$ cat src/rtl/retire_trace_pkg.sv
// Shared types for the retirement trace unit.
// RETIRE_TRACE_STORE_EN adds store address/data to each record.
package retire_trace_pkg;

  localparam logic [31:0] NOP_INSTR = 32'h00000013;

  typedef struct packed {
    logic        valid;
    logic [31:0] pc;
    logic [31:0] instr;
  } stage_t;

  typedef struct packed {
    logic [31:0] pc;
    logic [31:0] instr;
    logic [4:0]  rd;
    logic [31:0] data;
    logic        we;
`ifdef RETIRE_TRACE_STORE_EN
    logic        st;
    logic [31:0] st_addr;
    logic [31:0] st_data;
`endif
  } trace_rec_t;

  localparam stage_t BUBBLE = '{
    valid: 1'b0,
    pc:    32'h0,
    instr: NOP_INSTR
  };

  // Writes to x0 are architecturally invisible.
  function automatic logic rd_write(
    input logic       we,
    input logic [4:0] rd
  );
    return we && (rd != 5'd0);
  endfunction

endpackage

$ cat src/rtl/trace_fifo.sv
// Record buffer for retire_trace; read data is zero while empty.
// Simultaneous push and pop is accepted even when full.
module trace_fifo #(
  parameter int DEPTH = 4,
  parameter int W     = 8
) (
  input  logic         clk,
  input  logic         rst,
  input  logic         push,
  input  logic         pop,
  input  logic [W-1:0] wdata,
  output logic [W-1:0] rdata,
  output logic         full,
  output logic         empty
);

  localparam int AW = (DEPTH > 1) ? $clog2(DEPTH) : 1;
  localparam logic [AW:0] FULL_CNT = (AW+1)'(DEPTH);

  logic [W-1:0]  r_mem [DEPTH];
  logic [AW-1:0] r_wp;
  logic [AW-1:0] r_rp;
  logic [AW:0]   r_cnt;
  logic          w_wr;
  logic          w_rd;

  assign full  = (r_cnt == FULL_CNT);
  assign empty = (r_cnt == '0);
  assign w_rd  = pop & ~empty;
  assign w_wr  = push & (~full | w_rd);
  assign rdata = empty ? '0 : r_mem[r_rp];

  always_ff @(posedge clk or posedge rst) begin
    if (rst) begin
      r_wp  <= '0;
      r_rp  <= '0;
      r_cnt <= '0;
    end else begin
      if (w_wr) r_wp <= r_wp + 1'b1;
      if (w_rd) r_rp <= r_rp + 1'b1;
      unique case ({w_wr, w_rd})
        2'b10:   r_cnt <= r_cnt + 1'b1;
        2'b01:   r_cnt <= r_cnt - 1'b1;
        default: r_cnt <= r_cnt;
      endcase
    end
  end

  always_ff @(posedge clk) begin
    if (w_wr) r_mem[r_wp] <= wdata;
  end

endmodule

$ cat src/rtl/retire_trace.sv
// Shadow 5-stage pipeline that emits one trace record per retired instruction.
// RETIRE_TRACE_STORE_EN adds mem_* inputs and trc_st* outputs.
module retire_trace
  import retire_trace_pkg::*;
#(
  parameter int DEPTH = 4,
  parameter int SEQ_W = 16
) (
  input  logic             clk,
  input  logic             rst,
  input  logic             if_valid,
  input  logic [31:0]      if_pc,
  input  logic [31:0]      if_instr,
  input  logic             stall,
  input  logic             flush,
  input  logic             wb_we,
  input  logic [4:0]       wb_rd,
  input  logic [31:0]      wb_data,
`ifdef RETIRE_TRACE_STORE_EN
  input  logic             mem_we,
  input  logic [31:0]      mem_addr,
  input  logic [31:0]      mem_wdata,
  output logic             trc_st,
  output logic [31:0]      trc_st_addr,
  output logic [31:0]      trc_st_data,
`endif
  output logic             trc_valid,
  input  logic             trc_ready,
  output logic [31:0]      trc_pc,
  output logic [31:0]      trc_instr,
  output logic [31:0]      trc_data,
  output logic [4:0]       trc_rd,
  output logic             trc_we,
  output logic [SEQ_W-1:0] trc_seq,
  output logic             overflow
);

  localparam int RW = $bits(trace_rec_t) + SEQ_W;

  stage_t           r_ifid;
  stage_t           r_idex;
  stage_t           r_exmem;
  stage_t           r_memwb;
  logic [SEQ_W-1:0] r_seq;
  logic             r_ovf;

  logic             w_retire;
  logic             w_pop;
  logic             w_push;
  logic             w_drop;
  logic             w_full;
  logic             w_empty;
  stage_t           w_fetch;
  trace_rec_t       w_rec;
  trace_rec_t       w_out;
  logic [SEQ_W-1:0] w_out_seq;
  logic [RW-1:0]    w_wdata;
  logic [RW-1:0]    w_rdata;

`ifdef RETIRE_TRACE_STORE_EN
  logic             r_st;
  logic [31:0]      r_st_addr;
  logic [31:0]      r_st_data;
`endif

  assign w_fetch = '{valid: if_valid, pc: if_pc, instr: if_instr};

  assign w_retire = r_memwb.valid & ~stall;
  assign w_pop    = trc_valid & trc_ready;
  assign w_drop   = w_retire & w_full & ~w_pop;
  assign w_push   = w_retire & ~w_drop;

  // Flush kills whatever sits in IF/ID and ID/EX, so EX/MEM takes a bubble.
  always_ff @(posedge clk or posedge rst) begin
    if (rst) begin
      r_ifid  <= BUBBLE;
      r_idex  <= BUBBLE;
      r_exmem <= BUBBLE;
      r_memwb <= BUBBLE;
      r_seq   <= '0;
    end else if (!stall) begin
      r_ifid        <= flush ? BUBBLE : w_fetch;
      r_idex        <= flush ? BUBBLE : r_ifid;
      r_exmem       <= r_idex;
      r_exmem.valid <= r_idex.valid & ~flush;
      r_memwb       <= r_exmem;
      if (w_retire) r_seq <= r_seq + 1'b1;
    end
  end

  always_ff @(posedge clk or posedge rst) begin
    if (rst) begin
      r_ovf <= 1'b0;
    end else if (w_drop) begin
      r_ovf <= 1'b1;
    end
  end

`ifdef RETIRE_TRACE_STORE_EN
  always_ff @(posedge clk or posedge rst) begin
    if (rst) begin
      r_st      <= 1'b0;
      r_st_addr <= '0;
      r_st_data <= '0;
    end else if (!stall) begin
      r_st      <= mem_we & r_exmem.valid;
      r_st_addr <= mem_addr;
      r_st_data <= mem_wdata;
    end
  end
`endif

  always_comb begin
    w_rec       = '0;
    w_rec.pc    = r_memwb.pc;
    w_rec.instr = r_memwb.instr;
    w_rec.rd    = wb_rd;
    w_rec.data  = wb_data;
    w_rec.we    = rd_write(wb_we, wb_rd);
`ifdef RETIRE_TRACE_STORE_EN
    w_rec.st      = r_st;
    w_rec.st_addr = r_st_addr;
    w_rec.st_data = r_st_data;
`endif
  end

  assign w_wdata = {w_rec, r_seq};

  trace_fifo #(
    .DEPTH (DEPTH),
    .W     (RW)
  ) u_fifo (
    .clk   (clk),
    .rst   (rst),
    .push  (w_push),
    .pop   (w_pop),
    .wdata (w_wdata),
    .rdata (w_rdata),
    .full  (w_full),
    .empty (w_empty)
  );

  assign {w_out, w_out_seq} = w_rdata;

  assign trc_valid = ~w_empty;
  assign trc_pc    = w_out.pc;
  assign trc_instr = w_out.instr;
  assign trc_data  = w_out.data;
  assign trc_rd    = w_out.rd;
  assign trc_we    = w_out.we;
  assign trc_seq   = w_out_seq;
  assign overflow  = r_ovf;

`ifdef RETIRE_TRACE_STORE_EN
  assign trc_st      = w_out.st;
  assign trc_st_addr = w_out.st_addr;
  assign trc_st_data = w_out.st_data;
`endif

endmodule

$ cat config.mk
export PLATFORM = sky130hd
export DESIGN_NAME = retire_trace
export DESIGN_NICKNAME = d
export VERILOG_FILES = /design/src/rtl/retire_trace_pkg.sv /design/src/rtl/trace_fifo.sv /design/src/rtl/retire_trace.sv
export SDC_FILE = /design/constraint.sdc
export NUM_CORES = 1
export LEC_CHECK = 0
export CAP_MARGIN = 20
export CORE_MARGIN = 2
export CORE_UTILIZATION = 45
export DETAILED_ROUTE_END_ITERATION = 8
export PLACE_DENSITY = 0.7
export SLEW_MARGIN = 10
export SYNTH_ARGS = -nofsm -noshare
export SYNTH_HDL_FRONTEND = slang
export SYNTH_HIERARCHICAL = 1
export SYNTH_SLANG_ARGS = --single-unit
$ cat constraint.sdc
create_clock -name clk -period 16.5 [get_ports clk]
set_input_delay 4.125 -clock clk [delete_from_list [all_inputs] [get_ports clk]]
set_output_delay 4.125 -clock clk [all_outputs]
set_load 0.1 [all_outputs]
==> summary.md <==
| Metric | Value |
|---|---|
| P_leak | `12.93 nW` |
| FF-to-FF End | `u_fifo/r_mem[0][82]` |
| Critical Path, Cell by Cell | `buf_4 > mux4_2 > and2_1 > clkdlybuf4s50_1` |
| Largest net degree at the start of global routing | `216` |
| Synth Register Bits | `756` |
| Antenna violations before repair | `4` |
| Setup Fix Bufs, Post-CTS | `0` |
| Reg2reg start | `u_fifo/r_cnt[0]` |
| Dpl ws | `8.605 ns` |
| Final instance area | `0.03445 mm2` |
| Fin nets | `1,867` |
| Max incr delay on CP | `1.15 ns` |
| Slowest stage cell, crit path | `dfrtp_4` |
| Pwr Density | `192.4 mW/mm2` |
| Worst slew pin tran | `1.107 ns` |
| Metal-1 WL | `24,780 um` |
| Fin. Hold Viols | `0` |
| I/O Pins | `228` |
| Initial Util | `45.47%` |
| CTS Buffer Depth | `3` |
| Min Tclk post-route | `8.398 ns` |
| Max-slew headroom | `26.21%` |
| First-pass GRT wire length | `88,510 um` |
| Routability congestion estimate from global placement | `0.7178` |
| Netlist cell types | `40` |
| Pwr Total | `6.628 mW` |
| Syn-to-layout area delta | `20.10%` |
| Vias in the first global route | `14,780` |
| Most frequent cells in the layout | `edfxtp_1 (472), dfrtp_1 (270), clkdlybuf4s50_1 (225)` |
| Final TNS setup | `0 ns` |
| Crit Path Max Fanout | `69` |
| Cell taking the most area after synthesis | `edfxtp_1` |
| DP Cell Count | `2,517` |
| Worst R2R Setup Slack | `12.74 ns` |
| Post_cts resized | `0` |
| Die width | `256.5 um` |
| Chip height | `256.5 um` |
| Aggregate routed wire length | `56,080 um` |
| Highest metal used | `met4` |
| First-pass DRT Iterations | `4` |
| Worst-Skew Late Latency | `0.61 ns` |
| # DRC | `0` |
| Crit path DAT | `4.27 ns` |
| CP Class | `reg -> out` |
| Top post-synthesis cells by area | `edfxtp_1 (49%), dfrtp_1 (24%), mux4_2 (9.3%)` |
| Grt ovf | `0` |
| Critical path capture point type | `output pin` |
| Post-DP Area | `0.03172 mm2` |
| Synth Warn # | `6` |
| Reg clk slew, reported paths | `0.06 ns` |
| Fmax | `119.1 MHz` |
| Final setup margin | `8.102 ns` |
| Fillers | `4,954` |
| CTS tree | `built` |
| Skew final | `0.01987 ns` |
| Overall routing resource usage | `17.39%` |
| Max-slew violations | `0` |
| Type of origin of the critical path | `flip-flop` |
| Post-Syn Area | `0.02868 mm2` |
| Status | `finished clean` |
| DR vias/cell | `5.255` |
| RSZ-0062 raised after global routing | `no` |
| Period Utilization, post-route | `50.90%` |
| Hold Path Origin | `overflow` |
| Layout cells sized above 1 | `23.12%` |
| Max_cap viols | `0` |
| Multi-input gate area | `0.006868 mm2` |
| ANT nets after route | `0` |
| Routed length on met2 | `27,630 um` |
| IO buf count | `227` |
| Area share of the largest cell type after synthesis | `49.42%` |
| Hold Slack | `0.4792 ns` |
| Worst EP required | `12.38 ns` |
| WL met3 | `2535 um` |
| Die ar. | `0.06577 mm2` |
| Via count | `14,010` |
| Std cell rows | `92` |
| 1st-iter DRT viols | `1,098` |
| Hold Path Cell Cnt | `1` |
| Sequential cell area | `0.02130 mm2` |
| Placeable core area | `0.06308 mm2` |
| Commonest non-fill, non-tap cell in the layout | `edfxtp_1` |
| Syn nets | `1,629` |
| Final Non-Filler Cells | `2,667` |
| Worst min path class | `reg -> reg` |
| Post-CTS Hold Buffers | `0` |
| Seq/Total Area, Yosys | `74.25%` |
| Root Buffer | `clkbuf_16` |
| Util after Layout | `54.61%` |
| Post-DP HPWL | `32,470 um` |
| CTS buffer count | `78` |
| Worst VDD drop | `0.0001452 V` |
| Cells on worst reg2reg path | `8` |
| Cells after Synth | `1,514` |
| Drt wl/cell | `21.03 um` |
| Hold endpoint | `overflow` |
| Finish-stage setup viols | `0` |
| H-tree lvl count | `3` |
| CTS sink count | `756` |
| Avg Inst Size Synth | `18.94 um2` |
[power breakdown]
group | internal (mW) | switching, mW | total [mW] | leakage (nW)
clock network | 1.08 | 0.724 | 1.80 | 1.32
registers | 2.11 | 0.119 | 2.23 | 8.04
logic | 0.738 | 1.85 | 2.59 | 3.57
total | 3.93 | 2.70 | 6.63 | 12.9
[layer usage]
layer / up-vias / global-route usage (%)
li1: 6280 / -
met1: 7315 / 24.10
met2: 337 / 28.39
met3: 82 / 2.827
met4: 0 / 5.636
met5: - / 0
[kinds of logic after synthesis]
family / synth area share (%)
flip-flops: 74.25
multiplexers: 14.40
AND/OR/NAND/NOR: 4.977
AO/OA/AOI/OAI: 3.538
buffers and inverters: 1.863
XOR/XNOR: 0.6413
adder cells (fa/ha/maj): 0.3315
[Yosys cell counts]
| cell | number |
|---|---|
| ha_1 | 6 |
| nand3b_4 | 1 |
| and2_1 | 123 |
| nor2_1 | 12 |
| nand2b_1 | 38 |
| buf_2 | 28 |
| mux4_2 | 118 |
| nand4_4 | 1 |
| mux2i_1 | 1 |
| nor2_4 | 1 |
| nor3_4 | 1 |
| buf_6 | 11 |
| nand2_1 | 55 |
| or4_1 | 1 |
| buf_1 | 8 |
| nand3_1 | 3 |
| a21oi_1 | 1 |
| dfstp_2 | 12 |
| clkbuf_1 | 29 |
| nor3_2 | 2 |
| o21ai_0 | 43 |
| dfrtp_1 | 272 |
| o21a_1 | 2 |
| and3_1 | 1 |
| xnor2_1 | 13 |
| or2_4 | 1 |
| a22o_1 | 88 |
| a31o_2 | 1 |
| fa_1 | 1 |
| nor2b_1 | 1 |
| buf_4 | 11 |
| or3b_1 | 1 |
| mux2_1 | 1 |
| xor2_1 | 8 |
| edfxtp_1 | 472 |
| or3_1 | 1 |
| and4_1 | 1 |
| mux2_2 | 129 |
| nand4_1 | 2 |
| inv_1 | 13 |
[layout make-up]
cell class              count  area share, %
flip-flops and latches    756          61.84
multi-input cells         658          19.94
repair buffers            245          7.141
clock buffers             107          6.705
well taps                 846          3.073
clock inverters            38          1.108
inverters                  13         0.1635
diodes                      4        0.02906
[worst max-delay path: cells and delay by family, from the launching register on]
kind	cells	cell delay (ns)
buf+inv	2	1.89
simple gates	1	0.16
flops	1	1.15
mux	1	0.36
[registers in the layout, summed over array words and instances (netlist names)]
register,flops
overflow,1
r_exmem,65
r_idex,65
r_ifid,65
r_memwb,65
r_seq,16
u_fifo/r_cnt,3
u_fifo/r_mem,472
u_fifo/r_rp,2
u_fifo/r_wp,2
[how the worst max path moves through the flow]
stage | start | to | slack (ns) | depth (start not counted)
2_1_floorplan | rst | overflow | 4.76 | 1
3_3_place_gp | u_fifo/r_rp[1] | trc_instr[7] | 8.63 | 4
3_5_place_dp | u_fifo/r_rp[0] | trc_instr[7] | 8.60 | 4
4_1_cts | u_fifo/r_rp[0] | trc_instr[7] | 7.94 | 4
5_1_grt | u_fifo/r_rp[1] | trc_instr[5] | 7.89 | 4
6_report | u_fifo/r_rp[1] | trc_data[20] | 8.10 | 4
Power figures use the tool's default switching activity.
